--- config.mk ---
export PLATFORM = sky130hd
export DESIGN_NAME = seg_scan_ctrl
export DESIGN_NICKNAME = d
export VERILOG_FILES = /design/src/rtl/seg_scan_pkg.sv /design/src/rtl/hex7seg_dec.sv /design/src/rtl/seg_scan_ctrl.sv
export SDC_FILE = /design/constraint.sdc
export NUM_CORES = 1
export LEC_CHECK = 0
export CAP_MARGIN = 20
export CELL_PAD_IN_SITES_DETAIL_PLACEMENT = 1
export CELL_PAD_IN_SITES_GLOBAL_PLACEMENT = 2
export CORE_ASPECT_RATIO = 0.7
export CORE_MARGIN = 2
export CORE_UTILIZATION = 43
export CTS_BUF_LIST = sky130_fd_sc_hd__clkbuf_8
export CTS_CLUSTER_DIAMETER = 100
export DETAILED_ROUTE_END_ITERATION = 10
export PLACE_DENSITY_LB_ADDON = 0.1
export SLEW_MARGIN = 20
export SYNTH_ARGS = -nofsm -noshare
export SYNTH_HDL_FRONTEND = slang
export SYNTH_SLANG_ARGS = --single-unit
--- constraint.sdc ---
create_clock -name clk -period 5.8 [get_ports clk]
set_input_delay 1.16 -clock clk [delete_from_list [all_inputs] [get_ports clk]]
set_output_delay 1.16 -clock clk [all_outputs]
set_load 0.05 [all_outputs]
--- src/rtl/seg_scan_pkg.sv ---
// Shared types and constants for the 7-segment scan controller.
// Holds the FSM state type, the hex-to-segment table and the dark pattern.
package seg_scan_pkg;

  typedef enum logic {
    BLANK = 1'b0,
    SHOW  = 1'b1
  } state_t;

  localparam logic [7:0] SEG_DARK = 8'h00;

  // Index 0 is the least significant element: entry n is the pattern for hex digit n.
  localparam logic [15:0][7:0] SEG_LUT = {
    8'h71, 8'h79, 8'h5e, 8'h39, 8'h7c, 8'h77, 8'h6f, 8'h7f,
    8'h07, 8'h7d, 8'h6d, 8'h66, 8'h4f, 8'h5b, 8'h06, 8'h3f
  };

  function automatic logic [7:0] seg_decode(input logic [3:0] hex);
    return SEG_LUT[hex];
  endfunction

endpackage

--- src/rtl/hex7seg_dec.sv ---
// Combinational hex digit to 7-segment pattern decoder (bit0=a .. bit6=g, bit7=dp).
module hex7seg_dec
  import seg_scan_pkg::*;
(
  input  logic [3:0] hex_i,
  output logic [7:0] seg_o
);

  assign seg_o = seg_decode(hex_i);

endmodule

--- src/rtl/seg_scan_ctrl.sv ---
// Scan controller for an 8-digit common-bus 7-segment display with blanking gaps.
// Optional build macro LEADING_ZERO_BLANK_EN suppresses leading zeros (digit 0 always lit).
module seg_scan_ctrl
  import seg_scan_pkg::*;
#(
  parameter int NUM_DIGITS = 8,
  parameter int DWELL_CYC  = 50000,
  parameter int BLANK_CYC  = 500
) (
  input  logic       clk,
  input  logic       rst,
  input  logic       en,
  input  logic       wr_en,
  input  logic [2:0] wr_addr,
  input  logic [3:0] wr_data,
  output logic [7:0] seg,
  output logic [2:0] sel,
  output logic       frame
);

  localparam int CNT_MAX = (DWELL_CYC > BLANK_CYC) ? DWELL_CYC : BLANK_CYC;
  localparam int CNT_W   = $clog2(CNT_MAX + 1);

  localparam logic [CNT_W-1:0] BLANK_LAST = CNT_W'(BLANK_CYC - 1);
  localparam logic [CNT_W-1:0] DWELL_LAST = CNT_W'(DWELL_CYC - 1);
  localparam logic [2:0]       PTR_LAST   = 3'(NUM_DIGITS - 1);
  localparam logic [3:0]       NUM_DIG4   = 4'(NUM_DIGITS);

  state_t           state_q, state_d;
  logic [CNT_W-1:0] cnt_q, cnt_d;
  logic [2:0]       ptr_q, ptr_d;
  logic [7:0]       seg_q, seg_d;
  logic             frame_q, frame_d;
  logic [3:0]       digit_q [8];

  logic [2:0] ptr_next;
  logic [7:0] dec_seg;
  logic [7:0] show_pat;
  logic       wr_valid;

  assign ptr_next = (ptr_q == PTR_LAST) ? 3'd0 : ptr_q + 3'd1;
  assign wr_valid = wr_en && ({1'b0, wr_addr} < NUM_DIG4);

  // Decoding the registered value gives "old value wins" when a write lands on SHOW entry.
  hex7seg_dec u_dec (
    .hex_i (digit_q[ptr_q]),
    .seg_o (dec_seg)
  );

`ifdef LEADING_ZERO_BLANK_EN
  logic [7:0] lz_blank;

  always_comb begin : lz_scan
    logic nz_above;
    nz_above = 1'b0;
    lz_blank = '0;
    for (int i = NUM_DIGITS - 1; i >= 0; i--) begin
      lz_blank[i] = (i != 0) && !nz_above && (digit_q[i] == 4'h0);
      nz_above    = nz_above | (digit_q[i] != 4'h0);
    end
  end

  assign show_pat = lz_blank[ptr_q] ? SEG_DARK : dec_seg;
`else
  assign show_pat = dec_seg;
`endif

  always_comb begin
    // NOTE: every _d gets a default first so no path leaves it unassigned (no latches).
    state_d = state_q;
    cnt_d   = cnt_q;
    ptr_d   = ptr_q;
    seg_d   = seg_q;
    frame_d = 1'b0;

    if (state_q == BLANK) begin
      seg_d = SEG_DARK;
      if (!en) begin
        cnt_d = BLANK_LAST;
      end else if (cnt_q >= BLANK_LAST) begin
        state_d = SHOW;
        cnt_d   = '0;
        seg_d   = show_pat;
        frame_d = (ptr_q == 3'd0);
      end else begin
        cnt_d = cnt_q + 1'b1;
      end
    end else begin
      // Dropping en aborts the visit without advancing to the next digit.
      if (!en) begin
        state_d = BLANK;
        cnt_d   = '0;
        seg_d   = SEG_DARK;
      end else if (cnt_q >= DWELL_LAST) begin
        state_d = BLANK;
        cnt_d   = '0;
        seg_d   = SEG_DARK;
        ptr_d   = ptr_next;
      end else begin
        cnt_d = cnt_q + 1'b1;
      end
    end
  end

  always_ff @(posedge clk) begin
    // NOTE: sequential state uses non-blocking assignments so every flop samples pre-edge values.
    if (rst) begin
      state_q <= BLANK;
      cnt_q   <= '0;
      ptr_q   <= '0;
      seg_q   <= SEG_DARK;
      frame_q <= 1'b0;
      // NOTE: the digit file is reset on purpose; a reset must return the display to all zeros.
      for (int i = 0; i < 8; i++) begin
        digit_q[i] <= 4'h0;
      end
    end else begin
      state_q <= state_d;
      cnt_q   <= cnt_d;
      ptr_q   <= ptr_d;
      seg_q   <= seg_d;
      frame_q <= frame_d;
      if (wr_valid) begin
        digit_q[wr_addr] <= wr_data;
      end
    end
  end

  // sel is the digit pointer itself, so it only moves on the SHOW->BLANK edge.
  assign seg   = seg_q;
  assign sel   = ptr_q;
  assign frame = frame_q;

endmodule
== Word-level counts from Yosys, hierarchy flattened ==
Memory sizes are Yosys's and may differ from the RTL's. A register that Yosys moved wholly into a read port is not among the register bits.
Cells that the tools add are included.
Widths: inputs -> output; s select.
Storage, ports and cells
  bits in writable memories: 32
  bits in read-only memories: 128
  logic and storage cells: 47
  input port bits: 11
  output and inout port bits: 12
  memories kept: 2
  latch bits: 0
  bits in registers: 29
Operators by class
  bitwise gates (word level): 2
  mux-type cells: 27
  reduce and logical (&&, ||, !) cells: 4
  multiply operators: 0
  $lt $le $gt $ge: 3
  shift-type cells: 0
  div/mod/pow operators: 0
  eq/ne operators: 2
  add/sub/neg operators: 2
Memories
  (no name shown): depth 16, bits a word 8, read ports 1, clocked after memory_dff 0, wr ports 0, RTL line seg_scan_pkg.sv:19  | return SEG_LUT[hex];
  digit_q: depth 8, bits a word 4, read ports 1, clocked after memory_dff 1, wr ports 8, RTL line seg_scan_ctrl.sv:34  | logic [3:0] digit_q [8];
Operators by type and width (count)
  $mux 16: 5
  $mux 8: 6
  $add 16x1->16 const B: 1
  $ge 16x16->1 const B: 1
  $ge 16x9->1 const B: 1
  $mux 3: 4
  $mux 1: 11
  $reduce_or 4->1: 2
  $lt 4x5->1 const B: 1
  $mux 4: 1
  $add 3x1->3 const B: 1
  $eq 3x3->1 const B: 1
  $logic_not 3->1: 1
  $ne 3x2->1 const B: 1
  $reduce_and 3->1: 1
  $not 1->1: 2

== Longest topological paths before layout ==
Gate-level depths: netlist (run 1).
  word-level depth: 5
  mapped depth: 9
  depth with buffers taken out: 8

== By module ==
From an unflattened synthesis (run 1), not the netlist that was laid out.
Second synthesis, totals
  cell total of the unflattened synthesis: 263
  area, all modules: 3153.0 um^2
Modules (own cells, without submodules)
  seg_scan_ctrl: area each 2851.5 um^2, times used 1, cells an instance 228, seq. area each 1601.5 um^2
  hex7seg_dec: area each 301.5 um^2, times used 1, cells an instance 35, seq. area each 0.0 um^2

== Least setup slack after synthesis (run 1) ==
Ideal clock, no wire load.
  path type: in2reg
  start: input wr_addr[0]
  end: memory digit_q[0][0], enable pin
  slack: 3.411 ns
  cell stages on the path: 3
  arrival time: 2.091 ns
  buffers on the path: 0
  data required time: 5.503 ns
  library setup time: 0.297 ns
  path through: or3b_2 > nor3_1 > or2_2
RTL lines
  start, declared: RTL line seg_scan_ctrl.sv:14  | input logic [2:0] wr_addr,
  end, declared: RTL line seg_scan_ctrl.sv:34

==> out/results.ini, run 1 <==
[global_route]
overflow=0
grt_first_pass_wirelength_mm=11.6
grt.busiest_layer=met1
use_met3_pct=6.66
use_met1_pct=29.7
grt_pass1_vias=2146
grt_max_degree=22
grtUsageTotal_pct=20.1
gr-usage-met2_pct=27.3
antenna_found_initial=0

[route]
post_drt_via_cell_ratio=5.23
wire_per_inst_um=17.5
num_vias=2082
routed_wl_mm=6.95
ant_nets=0
drc_errors=0
first_pass_iters=4
drt_iter0_markers=85

[clocking]
cts_resized=0
cts_setup_buffers=0
cts_tree=done
holdBufCountCts=0
clock-sinks=63
clock_path_buffers=2
cts-root-buf=clkbuf_8
clk_pin_slew_worst_paths_ns=0.07
cts_buffers=9
h-tree-depth=3
clkLatencyLatePin_ns=0.34

[floorplanning]
die_x_um=105
coreArea_um2=6820
initial_core_util_pct=44.8
fp.dieArea_um2=7810
die-height_um=74.5
ios=23
rows=25

[sta]
hold_viol_final=0
period_needed_ns=3.15
period_share_pct=54.4
grt_setup_unrepaired=false
whs_ns=0.442
setup_viol=0
tns_ns=0
fin_skew_ns=0.00632
worstMarginPinSlew_ns=1.03
max-slew-margin-rel_pct=30.8
fmax_ghz=0.317
slew_viol_final=0

[worst_setup_path]
critPathRequiredTime_ns=5.85
slowest_stage=clkdlybuf4s50_1
startpoint_type=input port
path_class=input port to flip-flop
crit_arrival_ns=3.21
slowest_delay_ns=0.81
crit_path_end_kind=flip-flop
path_cells=clkdlybuf4s50_1 -> or3b_2 -> nor3_1 -> or2_2
crit_fanout=21

[logic_synthesis]
synth_top_area_share_pct=31.4
syn_nets=296
synth-compound-area-share_pct=5.36
ys_types=48
syn_area_per_cell_um2=11.1
synth_top_family_by_area=simple AND/OR/NAND/NOR gates
yosys-mux-area-fraction_pct=10.0
syn_inst=275
synth-simple-area-share_pct=22.3
synthTopCellsByArea=edfxtp_1 (31%), dfxtp_1 (20%), and2_1 (6.5%), mux4_2 (5.9%), ha_1 (4.1%)
yosys_warnings=0
ys_ff_latch=63
ys_seq_area_share_pct=51.7
synth_xor_area_share_pct=3.44
synth_top_cell_by_area=edfxtp_1
syn_area_um2=3060
synthAdderAreaFrac_pct=4.09

[place]
gp_congestion=0.735
placedCellCount=382
port_buffers=21
dp_hpwl_mm=5.24

[final_layout]
n_antenna_cell=0
nFillCells=765
stdcell_count=398
area_growth_pct=14.5
drive_above_1_share_pct=12.2
regArea_um2=1580
multiInputGateArea_um2=1390
layout.nets=320

[status]
status=finished, final reports clean

[hold_path]
hold_class=flip-flop to flip-flop

[pwr]
p_per_area_nw_per_um2=253
vdd_drop_max_mv=0.129
power_leakage_nw=1.28
p_total_w=0.000887

[job]
cap_violations=0

final timing paths:
path,start,to,slack (ns),cells after the start
max,rst,digit_q[0][1],2.65,4
min,seg[5],seg[5],0.44,2
max reg2reg,flip-flop,seg[3],2.91,8
min reg2reg,seg[5],seg[5],0.44,2
worst max-delay path: cells and delay by family:
family	cells	cell delay [ns]
AND/OR/NAND/NOR	3	1.24
buffers and inverters	1	0.81
report_power, final:
part | switching [W] | internal (W)
registers | 0.00000972 | 0.000486
logic | 0.0000387 | 0.0000276
clock network | 0.000165 | 0.000160
cell usage after synthesis, drive strengths merged:
cell type	n
nor2b	2
nand2b	3
a211oi	1
o221ai	2
inv	9
or3b	1
o211ai	1
o31ai	1
buf	6
ha	10
o21bai	1
or3	1
a21o	1
conb	1
o21ai	2
nor3	19
xor2	7
mux4	8
nor3b	2
xnor2	5
nand3b	1
nor2	32
and3	3
a221oi	2
and2	33
o2111ai	1
dfxtp	31
o22ai	1
a31oi	3
o311ai	1
nand3	5
nand4	2
a21oi	2
a22o	1
clkbuf	2
mux2i	11
nand2	18
edfxtp	32
or2	8
nor4	2
a2111o	1
routing by layer:
layer  vias up  part of all wire, %
met5         -                    0
met4         0                 0.99
met3         7                  4.6
met2        43                   40
met1      1009                   54
li1       1023                    -
final cells by class:
cell class                 instances  area share, %
multi-input combinational        195           39.7
clock buffer                      10           3.93
inverter                           9          0.965
tap                               94           3.36
timing repair buffer              21           6.00
sequential                        63           45.2
clock inverter                     6          0.822
kinds of logic after synthesis:
kind of cell               after synthesis
adders and majority gates               10
xor gates and xnor gates                12
DFF                                     63
other                                    1
AOI/OAI and AO/OA                       21
muxes                                   19
and+or+nand+nor                        132
buffers and inverters                   17
state kept, by name, indices dropped and copies added, names as in the netlist, named ones only:
register and flops:
cnt_q 16, digit_q 32, frame 1, seg 7, sel 3, state_q 1
through the flow:
stage | area [um2] | util (%) | setup WS [ns]
final | 3500 | 51.3 | 2.65
after global routing | 3500 | 51.3 | 2.41
after detailed placement | 3330 | 48.8 | 2.24
after global placement | 3330 | 48.8 | 2.34
after floorplan | 3060 | - | 3.41
after CTS | 3500 | 51.3 | 2.60
cell usage in the layout (no fill, tap or decap), types with 3 or more instances in the layout:
cell and n:
nor3_1 19, nand2b_1 3, a31oi_1 3, dfxtp_1 31, and2_1 32, and3_1 3
or2_2 8, edfxtp_1 32, clkbuf_8 10, xor2_1 7, mux4_2 8, ha_1 10
clkdlybuf4s50_1 21, inv_1 11, mux2i_1 8, nand2_1 18, nor2_1 32, nand3_1 4
xnor2_1 5
No activity file was read; power rests on OpenSTA's default activity.
==> run 2, diff against run 1 <==
--- a/config.mk
+++ b/config.mk
@@ -10,7 +10,7 @@
 export CELL_PAD_IN_SITES_GLOBAL_PLACEMENT = 2
 export CORE_ASPECT_RATIO = 0.7
 export CORE_MARGIN = 2
-export CORE_UTILIZATION = 43
+export CORE_UTILIZATION = 40
 export CTS_BUF_LIST = sky130_fd_sc_hd__clkbuf_8
 export CTS_CLUSTER_DIAMETER = 100
 export DETAILED_ROUTE_END_ITERATION = 10
==> constraint.sdc (replaced) <==
create_clock -name clk -period 3 [get_ports clk]
set_input_delay 0.6 -clock clk [delete_from_list [all_inputs] [get_ports clk]]
set_output_delay 0.6 -clock clk [all_outputs]
set_load 0.05 [all_outputs]
==> run 2 against run 1 <==
Core utilization down 2.5 points. Clock skew rose by 0.0075 ns. Clock-buffer cell count is 1 lower. Combinational power is 98% higher. First-iteration DRC count up 1.2%. Routed wire length rose by 4.6%. Final area grew 2.6%. Cell count grew 2.5%. Critical path depth up 4. Clock power increased by 150%. Critical path type is now flip-flop to flip-flop.
==> out/results.ini, run 2 (same netlist as run 1, synthesis figures left out) <==
[sta]
worstMarginPinSlew_ns=0.712  ; was 1.03 ns
max-slew-margin-rel_pct=52.3  ; was 30.8%
fmax_ghz=0.394
setup_viol=0  ; unchanged
period_share_pct=84.6
slew_viol_final=0  ; unchanged
fin_ws_ns=0.462  ; was 2.65 ns
hold_viol_final=0  ; unchanged
grt_setup_unrepaired=false  ; unchanged
fin_skew_ns=0.0138  ; was 0.00632 ns
period_needed_ns=2.54
tns_ns=0  ; unchanged

[floorplanning]
rows=26  ; was 25
initial_core_util_pct=41.6  ; was 44.8%
die-height_um=77.1  ; was 74.5 um
fp.dieArea_um2=8370  ; was 7810 um2
die_x_um=108  ; was 105 um
ios=23  ; unchanged
coreArea_um2=7350  ; was 6820 um2

[worst_setup_path]
crit_arrival_ns=2.81  ; was 3.21 ns
crit_path_end_kind=flip-flop  ; unchanged
path_class=flip-flop to flip-flop  ; was input port to flip-flop
crit_fanout=5  ; was 21
startpoint_type=flip-flop  ; was input port
critPathRequiredTime_ns=3.27  ; was 5.85 ns

[global_route]
antenna_found_initial=0  ; unchanged
grtUsageTotal_pct=19.9  ; was 20.1%
overflow=0  ; unchanged
grt_first_pass_wirelength_mm=12.1  ; was 11.6 mm
grt_max_degree=17  ; was 22
grt_pass1_vias=2153  ; was 2146

[final_layout]
nFillCells=822  ; was 765
area_growth_pct=17.6  ; was 14.5%
stdcell_count=408  ; was 398
utilization_pct=48.9  ; was 51.3%
regMostFlops=digit_q  ; unchanged
largest_reg_flops=32  ; unchanged
drive_above_1_share_pct=14.2  ; was 12.2%
layout.nets=326  ; was 320
layout_common_cells=nor2_1 (32), and2_1 (32), edfxtp_1 (32)  ; unchanged
n_antenna_cell=0  ; unchanged

[clocking]
cts_tree=done  ; unchanged
h-tree-depth=3  ; unchanged
clock_path_buffers=2  ; unchanged
cts_resized=0  ; unchanged
clkLatencyLatePin_ns=0.34  ; about the same
cts_buffers=9  ; unchanged
clk_pin_slew_worst_paths_ns=0.08  ; was 0.07 ns
cts-root-buf=clkbuf_8  ; unchanged
clock-sinks=63  ; unchanged
cts_setup_buffers=0  ; unchanged
holdBufCountCts=0  ; unchanged

[place]
dp_hpwl_mm=5.31  ; was 5.24 mm
place_ws_ns=0.477  ; was 2.24 ns
placedCellCount=392  ; was 382
gp_congestion=0.721  ; was 0.735
port_buffers=21  ; unchanged

[route]
wire_per_inst_um=17.8  ; was 17.5 um
first_pass_iters=4  ; unchanged
drt_iter0_markers=86  ; was 85
post_drt_via_cell_ratio=5.18  ; was 5.23
ant_nets=0  ; unchanged
drc_errors=0  ; unchanged
num_vias=2113  ; was 2082
routed_wl_mm=7.27  ; was 6.95 mm

[job]
cap_violations=0  ; unchanged

[pwr]
power_leakage_nw=1.33  ; was 1.28 nW
vdd_drop_max_mv=0.269  ; was 0.129 mV
p_per_area_nw_per_um2=527  ; was 253 nW/um2

[status]
status=finished, final reports clean  ; unchanged

[hold_path]
hold_class=flip-flop to flip-flop  ; unchanged

run 2: area by class of cell:
type / instances / area (um2) / share of cell area [%]
multi-input combinational: 195 / 1390 / 38.6
tap: 98 / 123 / 3.41
clock inverter: 7 / 88.8 / 2.47
clock buffer: 9 / 124 / 3.45
inverter: 9 / 33.8 / 0.940
sequential: 63 / 1580 / 44.0
timing repair buffer: 27 / 255 / 7.10
run 2: worst paths after layout:
| path | startpoint | end | slack (ns) | depth (start not counted) |
|---|---|---|---|---|
| worst min-delay path | seg[5] | seg[5] | 0.44 | 2 |
| worst max register to register | flip-flop | seg[3] | 0.46 | 8 |
| worst max-delay path | flip-flop | seg[3] | 0.46 | 8 |
| worst min register to register | seg[5] | seg[5] | 0.44 | 2 |
run 2: worst max-delay path, stage by stage, from the launching register on:
cell	delay, ns
dfxtp_1	0.52
mux4_2	0.57
mux2i_1	0.36
inv_1	0.17
ha_1	0.25
inv_1	0.09
nor2_1	0.05
a2111o_1	0.40
nand3_1	0.08
run 2: where the power goes:
group / internal (W) / switching [W] / total (W)
registers: 0.000939 / 0.0000205 / 0.000959
logic: 0.0000558 / 0.0000752 / 0.000131
clock network: 0.000462 / 0.000343 / 0.000805
run 2: per-stage QoR:
step	hold slack, ns	area (um2)	total power, W
after floorplan	0.482	3060	0.00105
after global placement	0.426	3380	0.00111
after detailed placement	0.435	3380	0.00111
after CTS	0.445	3590	0.00192
after global routing	0.455	3590	0.00198
final	0.437	3590	0.00189
run 2: per-layer routing:
layer | GRT usage, % | part of all wire, %
met5 | 0 | 0
met3 | 4.76 | 5.1
met2 | 26.0 | 41
met1 | 31.7 | 54
met4 | 6.15 | 0.39
==> RTL edit 1: new RTL, flow settings as in run 2 <==
Change the parameter `NUM_DIGITS` from 8 to 6.
--- a/src/rtl/seg_scan_ctrl.sv
+++ b/src/rtl/seg_scan_ctrl.sv
@@ -4,5 +4,5 @@
   import seg_scan_pkg::*;
 #(
-  parameter int NUM_DIGITS = 8,
+  parameter int NUM_DIGITS = 6,
   parameter int DWELL_CYC  = 50000,
   parameter int BLANK_CYC  = 500
Function: same outputs for any inputs over 10 cycles, from zero or initial values and one cycle with rst high; that may be too few to reach the edited logic, so the function may still have changed.
==> RTL edit 1 against run 2 <==
- highest routed layer unchanged
- clock power is 6.5% lower
- fmax is 2.0% higher
- area after synthesis is 0.70% higher
- die area is 0.66% higher
- combinational power is 3% lower
- total power is 2.5% lower
- clock skew is 2.3 ps lower
- global-route usage is 1.9 points lower
- worst setup slack better by 50 ps
- routed wire length is 6.9% lower
- cell area is 0.17% lower
- sequential cell count stayed put
==> RTL edit 1: results (changes against run 2) <==
Detailed routing
  – Number of vias per cell: 5.05 (was 5.18)
  – Met2 WL: 2690 um (was 2950 um)
  – Routed metal-1 wirelength: 3670 um (was 3920 um)

Yosys
  – Commonest cells in the synthesized netlist: sky130_fd_sc_hd__edfxtp_1, sky130_fd_sc_hd__dfxtp_1, sky130_fd_sc_hd__nor2_1 (was sky130_fd_sc_hd__and2_1, sky130_fd_sc_hd__edfxtp_1, sky130_fd_sc_hd__nor2_1)
  – Adder-cell share of the synthesized area: 0.0285 (was 0.0409)
  – Number of different library cells in the post-synthesis netlist: 53 (was 48)
  – Mux cell area share after synthesis: 0.103 (was 0.100)
  – Xor/xnor cell area share of the yosys netlist: 0.0427 (was 0.0344)
  – Synth area leaders: sky130_fd_sc_hd__edfxtp_1, sky130_fd_sc_hd__dfxtp_1, sky130_fd_sc_hd__mux4_2 (was sky130_fd_sc_hd__edfxtp_1, sky130_fd_sc_hd__dfxtp_1, sky130_fd_sc_hd__and2_1)
  – Synthesized-area fraction occupied by ao, oa, aoi and oai cells: 0.0858 (was 0.0536)

Layout
  – Number of nets at the end of the flow: 311 (was 326)
  – Share of the final layout cell area in multi-input gates: 0.394 (was 0.386)
  – Clock buffers and inverters, area share: 0.0551 (was 0.0592)
  – Total area of multi-input combinational cells: 1420 sq um (was 1390 sq um)
  – Number of filler instances in the final layout: 802 (was 822)
  – Number of multi-input combinational cells in the layout: 187 (was 195)
  – Register share of the cell area: 0.441 (was 0.440)

Setup path
  – Number of cells on the worst reg-to-reg path: 7 (was 8)
  – Max Fanout on Critical Path: 8 (was 5)
  – Internal reg-to-reg setup slack: 510 ps (was 460 ps)
  – R2r endpoint: seg[0] (was seg[3])

Global route
  – GRT Util Overall: 0.180 (was 0.199)
  – Met1 global-route usage: 0.264 (was 0.317)
  – Largest net degree at the start of global routing: 24 (was 17)
  – Vias in the first global route: 2020 (was 2153)

Power and ir drop
  – P_leak: 1.28 nW (was 1.33 nW)

Timing
  – Clock skew: 11.5 ps (was 13.8 ps)
  – Actual transition at the worst max-transition pin: 682 ps (was 712 ps)

Min path
  – Launch instance of the worst min-delay path: seg[6] (was seg[5])
  – Instance count along the most critical hold path: 1 (was 2)

Status
  – Result of the run: complete, no violations (unchanged)

Place
  – HPWL after detailed placement: 5020 um (was 5310 um)
  – Instance count after placement with tap cells included: 380 (was 392)
[RTL edit 1: cell types whose count changed after synthesis, sizes merged, moves of 5 or more]
cell and delta:
o21a +6, nor3 -13, nor2 -5, a21oi +5, o2bb2ai +5, clkbuf +5
nand3 +5, nand2 -12, and2 -9
[RTL edit 1: how the worst max path moves through the flow]
stage | start | endpoint | depth (start not counted) | slack (ps)
floorplan | flop | seg[0] | 8 | 630
global placement | flop | seg[0] | 7 | 550
detailed placement | rst | digit_q[0][2] | 4 | 420
CTS | flop | seg[0] | 7 | 460
global route | flop | seg[0] | 7 | 350
finish | flop | seg[0] | 7 | 510
[RTL edit 1: power by group]
part | switching, W | leakage [nW] | internal (W)
Combinational | 0.0000679 | 0.621 | 0.0000594
Clock | 0.000351 | 0.0997 | 0.000402
Sequential | 0.0000248 | 0.560 | 0.000942
Total | 0.000444 | 1.28 | 0.00140
==> RTL edit 2: new RTL, flow settings as in run 2 <==
Made on the original files. Put one more register stage on the output `seg`. The value now appears one clock later. The other outputs are not delayed to match.
--- a/src/rtl/seg_scan_ctrl.sv
+++ b/src/rtl/seg_scan_ctrl.sv
@@ -128,5 +128,7 @@
 
   // sel is the digit pointer itself, so it only moves on the SHOW->BLANK edge.
-  assign seg   = seg_q;
+  always_ff @(posedge clk) begin
+    seg <= seg_q;
+  end
   assign sel   = ptr_q;
   assign frame = frame_q;
Check against the original RTL: not equivalent (Yosys sat finds a counterexample within 4 cycles, from zero or initial values and one cycle with rst high).
==> RTL edit 2 against run 2 <==
- synthesized cell count increased by 2.9%
- critical path depth is 2 lower
- total power decreased by 0.35%
- sequential cell count is 7 higher
- routed wire length increased by 4.5%
- worst setup slack improved by 75 ps
- count of clock-buffer cells in the layout up 2
- cell area increased by 6.1%
- highest routed layer unchanged
- utilization shrank 0.84 points
- area after synthesis is 8.2% higher
==> RTL edit 2: results (changes against run 2) <==
Place
  – Gp weighted congestion: 0.756 (was 0.721)
  – HPWL after detailed placement: 5780 um (was 5310 um)
  – Instance count after placement with tap cells included: 404 (was 392)

Detailed routing
  – Average wire per cell in the routed design: 18.1 um (was 17.8 um)
  – Detailed-route via count: 2238 (was 2113)
  – Number of DRC violations after detailed-routing iteration 0: 99 (was 86)

Yosys
  – Mux cell area share after synthesis: 0.102 (was 0.100)
  – Synthesized-area fraction occupied by ao, oa, aoi and oai cells: 0.0677 (was 0.0536)
  – Number of instances in the synthesized netlist: 283 (was 275)
  – Number of different library cells in the post-synthesis netlist: 53 (was 48)
  – Share of the yosys chip area belonging to registers: 0.520 (was 0.517)
  – Commonest cells in the synthesized netlist: sky130_fd_sc_hd__dfxtp_1, sky130_fd_sc_hd__and2_1, sky130_fd_sc_hd__edfxtp_1, sky130_fd_sc_hd__nor2_1, sky130_fd_sc_hd__nand2_1 (was sky130_fd_sc_hd__and2_1, sky130_fd_sc_hd__edfxtp_1, sky130_fd_sc_hd__nor2_1)
  – Synth area leaders: sky130_fd_sc_hd__edfxtp_1, sky130_fd_sc_hd__dfxtp_1, sky130_fd_sc_hd__and2_1 (unchanged)
  – Adder-cell share of the synthesized area: 0.0378 (was 0.0409)
  – Main synth FF type: sky130_fd_sc_hd__dfxtp_1 (was sky130_fd_sc_hd__edfxtp_1)
  – Number of nets produced by synthesis: 304 (was 296)

Global route
  – GRT Util Overall: 0.187 (was 0.199)
  – Largest net degree at the start of global routing: 15 (was 17)
  – Vias in the first global route: 2293 (was 2153)

Min path
  – Instance count along the most critical hold path: 0 (was 2)

Setup path
  – Internal reg-to-reg setup slack: 540 ps (was 460 ps)
  – CP Launch Type: flop (unchanged)
  – Data arrival at the endpoint of the critical path: 2700 ps (was 2810 ps)
  – Number of cells on the worst reg-to-reg path: 6 (was 8)
  – End point of the critical path: seg_q[2] (was seg[3])

CTS
  – Number of gates resized after cts: 0 (unchanged)
  – Number of H-tree branching levels: 3 (unchanged)

Layout
  – Antenna cells: 0 (unchanged)
  – Fraction of final layout cells with drive strength greater than 1: 0.132 (was 0.142)
  – Number of nets at the end of the flow: 335 (was 326)

Timing
  – Clock skew: 9.82 ps (was 13.8 ps)
  – Max-slew headroom: 0.604 (was 0.523)

Power and ir drop
  – Maximum vdd drop: 0.000260 V (was 0.000269 V)
  – P_leak: 1.40 nW (was 1.33 nW)

Status
  – Result of the run: complete, no violations (unchanged)
-- RTL edit 2: cell count changes after synthesis, moves of 5 or more --
cell,before,now
sky130_fd_sc_hd__nor3_1,19,7
sky130_fd_sc_hd__mux4_1,0,6
sky130_fd_sc_hd__o21ai_0,2,9
sky130_fd_sc_hd__mux4_2,8,2
sky130_fd_sc_hd__nand2_1,18,13
sky130_fd_sc_hd__dfxtp_1,31,38
-- RTL edit 2: cell type report --
class	count	area, sq um
fillers	858	4130
multi-input cells	197	1490
repair buffers	29	270
flip-flops and latches	70	1720
clock inverters	5	26.3
clock buffers	11	151
well taps	101	126
inverters	7	26.3
-- RTL edit 2: how the worst min path moves through the flow --
stage | from | endpoint | slack (ps)
global route | seg_q[3] | seg[3] | 360
finish | seg_q[1] | seg[1] | 350
global placement | seg_q[2] | seg[2] | 340
CTS | seg_q[3] | seg[3] | 350
floorplan | seg_q[1] | seg[1] | 330
detailed placement | seg_q[3] | seg[3] | 340
-- RTL edit 2: metal layers --
layer	vias up	part of all wire	global-route usage
li1	1079	-	-
met1	1123	0.58	0.283
met2	29	0.39	0.257
met3	7	0.028	0.0528
met4	0	0.0072	0.0512
met5	-	0	0
-- RTL edit 2: cells by family (layout without fill, tap and decap cells) --
kind of cell | Yosys count | in the layout
buffers and inverters | 16 | 52
flip-flops | 70 | 70
XOR/XNOR | 15 | 15
AND/OR/NAND/NOR | 124 | 124
AO/OA/AOI/OAI | 28 | 28
adder cells (fa/ha/maj) | 10 | 10
multiplexers | 19 | 19
other | 1 | 1
-- RTL edit 2: power breakdown --
group          switching, W  internal [W]  total, W  leakage (nW)
Combinational     0.0000801     0.0000622  0.000142         0.686
Clock              0.000350      0.000338  0.000689        0.0983
Sequential        0.0000239       0.00103   0.00106         0.615
-- RTL edit 2: worst max-delay path, stage by stage (launching register included) --
cell and delay [ps]:
sky130_fd_sc_hd__dfxtp_1 450, sky130_fd_sc_hd__mux4_1 640, sky130_fd_sc_hd__mux2i_1 200, sky130_fd_sc_hd__inv_1 80
sky130_fd_sc_hd__ha_1 260, sky130_fd_sc_hd__or3_2 480, sky130_fd_sc_hd__a32o_1 250
-- RTL edit 2: through the flow --
step           cell area, sq um  hold slack, ps  setup WS, ps
2_1_floorplan              3310             331           403
3_3_place_gp               3640             340           521
6_report                   3810             348           537
5_1_grt                    3810             359           424
4_1_cts                    3810             355           524
3_5_place_dp               3640             339           434
